$ cat config.mk
export PLATFORM = sky130hd
export DESIGN_NAME = ub_reader
export DESIGN_NICKNAME = d
export VERILOG_FILES = /design/src/rtl/ub_reader_pkg.sv /design/src/rtl/ub_reader_skid_fifo.sv /design/src/rtl/ub_reader.sv
export SDC_FILE = /design/constraint.sdc
export NUM_CORES = 1
export LEC_CHECK = 0
export ABC_AREA = 1
export CAP_MARGIN = 40
export CORE_MARGIN = 2
export CORE_UTILIZATION = 54
export DETAILED_ROUTE_END_ITERATION = 10
export DONT_BUFFER_PORTS = 1
export PLACE_DENSITY_LB_ADDON = 0.05
export SYNTH_ARGS = -nofsm -noshare
export SYNTH_HDL_FRONTEND = slang
export SYNTH_SLANG_ARGS = --single-unit
$ cat constraint.sdc
create_clock -name clk -period 2.5 [get_ports clk]
set_input_delay 0.5 -clock clk [delete_from_list [all_inputs] [get_ports clk]]
set_output_delay 0.5 -clock clk [all_outputs]
set_load 0.03 [all_outputs]
$ cat src/rtl/ub_reader_pkg.sv
// ub_reader_pkg: state encoding and default widths shared by the buffer reader.
package ub_reader_pkg;
    typedef enum logic [1:0] {IDLE, READ, DRAIN, DONE} state_t;
    localparam int ADDR_W_DEF = 8;
    localparam int DATA_W_DEF = 32;
endpackage

$ cat src/rtl/ub_reader_skid_fifo.sv
// ub_skid_fifo: two-entry FIFO that holds returned words while the sink stalls.
module ub_skid_fifo #(
    parameter int DATA_W = 32
) (
    input  logic              clk,
    input  logic              reset,
    input  logic              push,
    input  logic              pop,
    input  logic [DATA_W-1:0] din,
    output logic [DATA_W-1:0] dout,
    output logic              full,
    output logic              empty,
    output logic [1:0]        count
);
    logic [DATA_W-1:0] mem [2];
    logic wp, rp;
    always_ff @(posedge clk) begin
        if (!reset) begin
            wp <= 1'b0;
            rp <= 1'b0;
            count <= 2'd0;
            mem[0] <= '0;
            mem[1] <= '0;
        end else begin
            if (push) begin
                mem[wp] <= din;
                wp <= !wp;
            end
            if (pop) rp <= !rp;
            count <= count + {1'b0, push} - {1'b0, pop};
        end
    end
    assign dout = mem[rp];
    assign full = count == 2'd2;
    assign empty = count == 2'd0;
endmodule

$ cat src/rtl/ub_reader.sv
// ub_reader: streams word_count buffer words from base_addr to a ready/valid sink.
// Define UB_READER_WRAP_EN to let addresses wrap instead of rejecting out-of-range starts.
module ub_reader
    import ub_reader_pkg::*;
#(
    parameter int ADDR_W = ADDR_W_DEF,
    parameter int DATA_W = DATA_W_DEF
) (
    input  logic              clk,
    input  logic              reset,
    input  logic              start,
    input  logic [ADDR_W-1:0] base_addr,
    input  logic [ADDR_W-1:0] word_count,
    output logic              busy,
    output logic              done,
    output logic              err,
    output logic              mem_rd_en,
    output logic [ADDR_W-1:0] mem_rd_addr,
    input  logic [DATA_W-1:0] mem_rd_data,
    output logic [DATA_W-1:0] out_data,
    output logic              out_valid,
    input  logic              out_ready
);
    state_t state;
    logic pend;
    logic [ADDR_W-1:0] rd_left, words_left;
    logic [DATA_W-1:0] head;
    logic full, empty;
    logic [1:0] count;
    logic push, pop, hs, issue, too_far;
    logic [2:0] occ;

    ub_skid_fifo #(.DATA_W(DATA_W)) u_fifo (
        .clk(clk), .reset(reset), .push(push), .pop(pop), .din(mem_rd_data),
        .dout(head), .full(full), .empty(empty), .count(count)
    );

    // Returning data bypasses the FIFO when it is empty, giving first word at start+2.
    assign out_valid = !empty || pend;
    assign out_data = !empty ? head : pend ? mem_rd_data : '0;
    assign hs = out_valid && out_ready;
    assign pop = !empty && out_ready;
    assign push = pend && !(empty && out_ready) && (!full || pop);
    assign occ = {1'b0, count + {1'b0, push} - {1'b0, pop}} + {2'b0, mem_rd_en};
    assign issue = rd_left != '0 && occ < 3'd2;
`ifdef UB_READER_WRAP_EN
    assign too_far = 1'b0;
`else
    assign too_far = ({1'b0, base_addr} + {1'b0, word_count}) > {1'b1, {ADDR_W{1'b0}}};
`endif

    always_ff @(posedge clk) begin
        if (!reset) begin
            state <= IDLE;
            busy <= 1'b0;
            done <= 1'b0;
            err <= 1'b0;
            mem_rd_en <= 1'b0;
            mem_rd_addr <= '0;
            pend <= 1'b0;
            rd_left <= '0;
            words_left <= '0;
        end else begin
            pend <= mem_rd_en;
            done <= 1'b0;
            err <= 1'b0;
            if (hs) words_left <= words_left - 1'b1;
            case (state)
                IDLE: if (start) begin
                    if (too_far) err <= 1'b1;
                    else if (word_count == '0) begin
                        state <= DONE;
                        done <= 1'b1;
                    end else begin
                        state <= READ;
                        busy <= 1'b1;
                        mem_rd_en <= 1'b1;
                        mem_rd_addr <= base_addr;
                        rd_left <= word_count - 1'b1;
                        words_left <= word_count;
                    end
                end
                READ: begin
                    mem_rd_en <= issue;
                    if (issue) begin
                        mem_rd_addr <= mem_rd_addr + 1'b1;
                        rd_left <= rd_left - 1'b1;
                    end
                    if (rd_left == '0) state <= DRAIN;
                end
                DRAIN: if (hs && words_left == ADDR_W'(1)) begin
                    state <= DONE;
                    busy <= 1'b0;
                    done <= 1'b1;
                end
                default: state <= IDLE;
            endcase
        end
    end
endmodule

==> results.cfg, run 1 <==
[power_and_ir_drop]
intPower_uw = 3790
vdd.ir_drop.worst_uv = 514
p_switching_uw = 3230
p_sw_share_pct = 46.0
pwr-share-seq_pct = 34.3
power_frac_clock_pct = 14.9
p_leak_uw = 0.00282
power_frac_comb_pct = 50.8
power_density_mw_per_mm2 = 1110

[detailed_routing]
antenna_left = 0
vias_per_cell = 5.31
avgRoutedWirePerCell_um = 14.2
drt-pass1-iter-count = 4
drt_iter0_markers = 192
drc = 0
vias = 4628
routed_wirelength_um = 12400

[sta]
fmax_mhz = 442
hold_violations = 0
drv_slew = 0
setup_viol = 0
fin_ws_ps = 238
post-route-min-period_ps = 2260
hold_ws_ps = 257
setup_tns_ps = 0
finClkSkew_ps = 9.79
relSlewSlack_pct = 66.0
worst_pin_slew_ps = 502
period_share_pct = 90.5

[global_route]
grt_usage_pct = 22.5
antenna_found_initial = 0
grt_pass1_vias = 4514
grt_max_degree = 67
overflow = 0
grt_pass1_wl_um = 20600

[floorplanning]
fp.dieArea_mm2 = 0.0114
die_w_um = 107
core_area_mm2 = 0.0103
initial_core_util_pct = 55.4
die_height_um = 107
io_pins = 97
row_count = 37

[cts]
path_clk_slew_ps = 100
root_buffer = clkbuf_8
post_cts_resize_count = 0
htree_levels = 3
cts_buffers = 9
ctsHoldBuffers = 0
max-clock-path-buffers = 2
post_cts.repair.setup_buffers = 0
numClockSinks = 100
clock_latency_ps = 350
cts_tree = built

[synthesis]
synthCells = 702
syn-cell-area_mm2 = 0.00572
synth_ff_type = edfxtp_1
seq_area_frac_synth_pct = 46.2
synthArstFlopShare_pct = 0
netlist_top_cells_count = 122 x nor2_1, 120 x nand2_1, 96 x inv_1, 64 x edfxtp_1, 58 x nand3_1
yosys_warnings = 0
synth_edf_count = 64
synth.area.top_cells = edfxtp_1 34%, dfxtp_1 13%, nor2_1 8.0%
yosys.cell_types.count = 37
synth_nets = 773
synthDominantCellAreaShare_pct = 33.6
synth_top_cell_by_area = edfxtp_1
synth_seq_cells = 100
syn_avg_cell_area_um2 = 8.15
synth_most_common_cell = nor2_1

[run_status]
status = finished, final reports clean

[final_layout]
fillers = 904
seqCellArea_mm2 = 0.00264
syn_to_final_growth_pct = 11.0
drive_above_1_share_pct = 10.6
antenna_cells = 0
stdcell_count = 872
multi_input_area_mm2 = 0.00257
postLayoutCoreUtil_pct = 61.5
fin_nets = 802

[critical_path]
start_kind = flip-flop
cp.arrival_ps = 2560
crit_chain = nor2_4, nor2_2, inv_1, a21oi_1, ha_1, xor2_1, nand2_1, a21oi_4, nand3_4, nand2_1, inv_1, nor2_1
cp_top_family = simple AND/OR/NAND/NOR gates
critPathMaxStageDelay_ps = 420
cp.required_ps = 2800
path_class = flip-flop to flip-flop
crit_fanout = 14
end_kind = flip-flop
slowest_stage = dfxtp_1
cp_num_buf_inv = 2

[place]
gp_congestion = 0.879
dp_slack_ps = -148
dp_hpwl_um = 8380
portBuffers = 0
place_inst = 855

[min_path]
hold_path_class = input pin to flip-flop

[run]
maxCapViolations = 0
[metal layers]
metal  track usage (%)  vias up  share of wire (%)
met1              27.1     2130                 41
met2              39.7      134                 50
met3              5.41       14                7.6
met4              6.77        0                1.4
met5                 0        -                  0
li1                  -     2350                  -
[cells by family (layout without fill, tap and decap cells)]
logic type / Yosys count / after routing / synth area share [%]
simple gates: 328 / 329 / 24.5
flops: 100 / 100 / 46.2
mux: 32 / 32 / 5.60
buf+inv: 129 / 162 / 9.45
compound gates: 76 / 76 / 7.26
fa+ha+maj: 19 / 19 / 4.29
xor+xnor: 18 / 18 / 2.76
[cells in the final DEF (no fill, tap or decap), types with 7 or more instances in the layout]
cell and instances:
a21oi_1 17, buf_4 43, clkbuf_8 9, dfxtp_1 35, edfxtp_1 64, ha_1 17
inv_1 96, mux2i_1 32, nand2_1 119, nand3_1 57, nand4_1 14, nor2_1 121
o21ai_0 47, xnor2_1 7, xor2_1 11
[final timing paths]
check / end / cells past startpoint / slack [ps] / from
max reg2reg: rd_left[6]$_SDFFE_PN0P_ / 12 / 240 / u_fifo.count[1]$_SDFF_PN0_
max: rd_left[6]$_SDFFE_PN0P_ / 12 / 240 / u_fifo.count[1]$_SDFF_PN0_
min: busy$_SDFFE_PN0P_ / 2 / 260 / reset
min reg2reg: u_fifo.rp$_SDFFE_PN0P_ / 1 / 460 / u_fifo.rp$_SDFFE_PN0P_
[worst register-to-register path, cell delays in order (launching register included)]
cell and delay [ps]:
dfxtp_1 420, nor2_4 70, nor2_2 170, inv_1 70, a21oi_1 240, ha_1 210, xor2_1 210, nand2_1 130
a21oi_4 240, nand3_4 210, nand2_1 120, inv_1 50, nor2_1 90
[sequential cells by signal, indices dropped and copies added (netlist names), named ones only]
register	count
u_fifo.mem	64
mem_rd_addr	8
rd_left	8
words_left	8
state	2
u_fifo.count	2
busy	1
done	1
err	1
mem_rd_en	1
pend	1
u_fifo.rp	1
u_fifo.wp	1
[layout make-up]
| type | count | area share, % |
|---|---|---|
| sequential | 100 | 41.6 |
| inverter | 99 | 5.85 |
| timing repair buffer | 47 | 6.21 |
| clock inverter | 7 | 1.18 |
| multi-input combinational | 474 | 40.5 |
| tap | 136 | 2.68 |
| clock buffer | 9 | 1.95 |
[stage by stage]
step                      power [uW]  instance area (um2)
final                           7020                 6350
after global routing            7610                 6350
after CTS                       7010                 6320
after detailed placement        5960                 6120
after global placement          5870                 6120
after floorplan                 5090                 5720
[power groups by stage]
| stage | clock network [uW] | registers [uW] | logic, uW |
|---|---|---|---|
| finish | 1050 | 2400 | 3570 |
| CTS | 1070 | 2410 | 3530 |
| global route | 1150 | 2440 | 4020 |
| floorplan | 0 | 2380 | 2720 |
| detailed placement | 0 | 2440 | 3510 |
| global placement | 0 | 2430 | 3440 |
Note: power is estimated with default switching activity, not from simulation.
==> inputs of run 2 (changes only) <==
Settings changed: ABC_AREA 1 to not set.
==> run 2 against run 1 <==
  * Combinational power increased by 24%
  * Power is 13% higher
  * Utilization grew 6.6 points
  * Global-route usage up 3.1 points
  * Fmax decreased by 9.2%
  * Wire length is 17% higher
  * Cell count down 9.9%
  * Worst setup slack got worse by 230 ps
  * Sequential power is essentially flat
  * Register-to-register slack lost 230 ps
  * Final area rose by 10%
  * Largest power group unchanged
  * Highest routed layer unchanged
==> results.cfg, run 2 <==
[final_layout]
syn_to_final_growth_pct = 22.7
stdcell_count = 786
drive_above_1_share_pct = 24.9
regMostFlops = u_fifo.mem
largest_register_ff_count = 64
final_common_cell = buf_4
multi_input_area_mm2 = 0.00316
final_cell_mix = 81 x buf_4, 69 x and2_1, 64 x edfxtp_1
fillers = 832
seqCellArea_mm2 = 0.00265
fin_nets = 716
antenna_cells = 0

[sta]
worst_pin_slew_ps = 557
period_share_pct = 99.7
setup_tns_ps = 0
relSlewSlack_pct = 62.9
finClkSkew_ps = 12.7
hold_violations = 0
hold_ws_ps = 252
fin_ws_ps = 8.00
rsz0062_at_grt = yes
setup_viol = 0
post-route-min-period_ps = 2490
fmax_mhz = 401
drv_slew = 0

[power_and_ir_drop]
p_sw_share_pct = 44.2
p_switching_uw = 3510
pwr-share-seq_pct = 30.5
power_density_mw_per_mm2 = 1130
intPower_uw = 4430
finalPower_uw = 7940
p_leak_uw = 0.00268
power_frac_comb_pct = 55.8
vdd.ir_drop.worst_uv = 698
power_frac_clock_pct = 13.7

[critical_path]
start_kind = flip-flop
cp.arrival_ps = 2780
end_kind = flip-flop
worstRegToRegCells = 12
crit_fanout = 3
rr_endpoint = mem_rd_addr[7]$_SDFFE_PN0P_
r2r-start = u_fifo.count[1]$_SDFF_PN0_
cp.required_ps = 2780
reg2reg_slack_ps = 8
path_class = flip-flop to flip-flop

[detailed_routing]
drc = 0
avgRoutedWirePerCell_um = 18.6
antenna_left = 0
vias_per_cell = 5.95
vias = 4674
drt_iter0_markers = 278
drt-pass1-iter-count = 8
routed_wirelength_um = 14600

[min_path]
whs_path_depth = 1
hold_path_class = input pin to flip-flop
whs_endpoint = words_left[7]$_SDFF_PN0_
min-delay-start = word_count[7]

[synthesis]
synthArstFlopShare_pct = 0
yosys_warnings = 0
synthMuxAreaShare_pct = 7.21
synth_seq_cells = 100
syn_avg_cell_area_um2 = 9.82
seq_area_frac_synth_pct = 46.3
synth_edf_count = 64
synth.area.top_cells = edfxtp_1 34%, dfxtp_1 13%, and2_1 7.6%
synthSimpleGateAreaFrac_pct = 19.9
synth_most_common_cell = and2_1
synth_top_cell_by_area = edfxtp_1
synth_ff_type = edfxtp_1
synthAdderAreaFrac_pct = 4.30
syn-cell-area_mm2 = 0.00571
synthCells = 581
yosys.cell_types.count = 61
synth_top_family_by_area = simple AND/OR/NAND/NOR gates
synthXorXnorAreaFrac_pct = 3.03
synthDominantCellAreaShare_pct = 33.7
synth_compound_area_share_pct = 15.0
synth_nets = 652
netlist_top_cells_count = 69 x and2_1, 64 x edfxtp_1, 48 x o21ai_0, 42 x nand3_1, 40 x mux2i_1

[cts]
clock_latency_ps = 360
numClockSinks = 100
cts_buffers = 9
max-clock-path-buffers = 2
root_buffer = clkbuf_8
path_clk_slew_ps = 110
htree_levels = 3
cts_tree = built

[floorplanning]
row_count = 37
core_area_mm2 = 0.0103
initial_core_util_pct = 55.5
die_height_um = 107
die_w_um = 107
fp.dieArea_mm2 = 0.0114
io_pins = 97

[place]
place_inst = 765
dp_hpwl_um = 9830
portBuffers = 0
gp_congestion = 0.973
dp_slack_ps = -380

[global_route]
antenna_found_initial = 0
grt_max_degree = 65
overflow = 0
grt_usage_pct = 25.5
grt_pass1_wl_um = 22800
grt_pass1_vias = 4661

[run]
maxCapViolations = 0

[run_status]
status = finished, final reports clean
## run 2: changes by cell type after synthesis, moves of 9 or more
cell	previous run	this run
inv_1	96	23
nand3_1	58	42
a21oi_1	17	26
nor2_1	122	25
nand4_1	14	5
nand2_1	120	34
and2_1	0	69
## run 2: layout make-up
class / instances / area share, %
multi-input cells: 421 / 45.1
flip-flops and latches: 100 / 37.9
repair buffers: 90 / 10.4
well taps: 136 / 2.43
clock buffers: 9 / 1.77
inverters: 23 / 1.23
clock inverters: 7 / 1.16
## run 2: per-stage QoR
stage	area, um2	util, %
2_1_floorplan	5830	-
3_3_place_gp	6500	63.3
3_5_place_dp	6520	63.4
4_1_cts	6740	65.6
5_1_grt	7000	68.1
6_report	7000	68.1
## run 2: worst max path at each step
stage	start	slack (ps)	depth (start not counted)	to
after floorplan	u_fifo.count[1]$_SDFF_PN0_	-200	14	mem_rd_addr[7]$_SDFFE_PN0P_
after global placement	base_addr[0]	-240	10	words_left[2]$_SDFF_PN0_
after detailed placement	base_addr[0]	-380	10	words_left[5]$_SDFF_PN0_
after CTS	u_fifo.count[1]$_SDFF_PN0_	-80	12	mem_rd_addr[7]$_SDFFE_PN0P_
after global routing	u_fifo.count[1]$_SDFF_PN0_	-200	12	mem_rd_addr[7]$_SDFFE_PN0P_
final	u_fifo.count[1]$_SDFF_PN0_	8	12	mem_rd_addr[7]$_SDFFE_PN0P_
## run 2: kinds of logic (layout without fill, tap and decap cells)
group	count (synthesis)	after routing
AND/OR/NAND/NOR	212	212
XOR/XNOR	18	18
buffers and inverters	60	129
multiplexers	41	41
flip-flops	100	100
adder cells (fa/ha/maj)	19	19
AO/OA/AOI/OAI	131	131
## run 2: timing repair
action | CTS | global route
pin swaps | 1 | 13
hold endpoints to repair | 0 | 0
hold buffers | 0 | 0
endpoints found under the setup margin | 4 | 25
buffers inserted | 1 | 4
gates resized for setup | 5 | 46
## run 2: critical path, cell delays in order, from the launching register on
cell and delay [ps]:
dfxtp_4 370, nor2_4 110, nor2b_2 50, ha_1 280, inv_2 70, ha_4 130
xor3_1 260, a221oi_4 230, nand4_1 170, or3_4 380, nor3_2 110, a21oi_1 60
o32ai_1 210
## run 2: layer usage
metal  global-route usage [%]  share of wire [%]
met5                        0                  0
met4                     9.00                2.6
met3                     5.84                6.6
met2                     46.3                 53
met1                     29.5                 38
## run 2: power by group through the flow
stage          sequential (uW)  clock, uW  combinational [uW]
6_report                  2420       1090                4430
2_1_floorplan             2360          0                2620
5_1_grt                   2450       1180                4750
3_3_place_gp              2420          0                3810
4_1_cts                   2400       1110                3910
3_5_place_dp              2430          0                3870
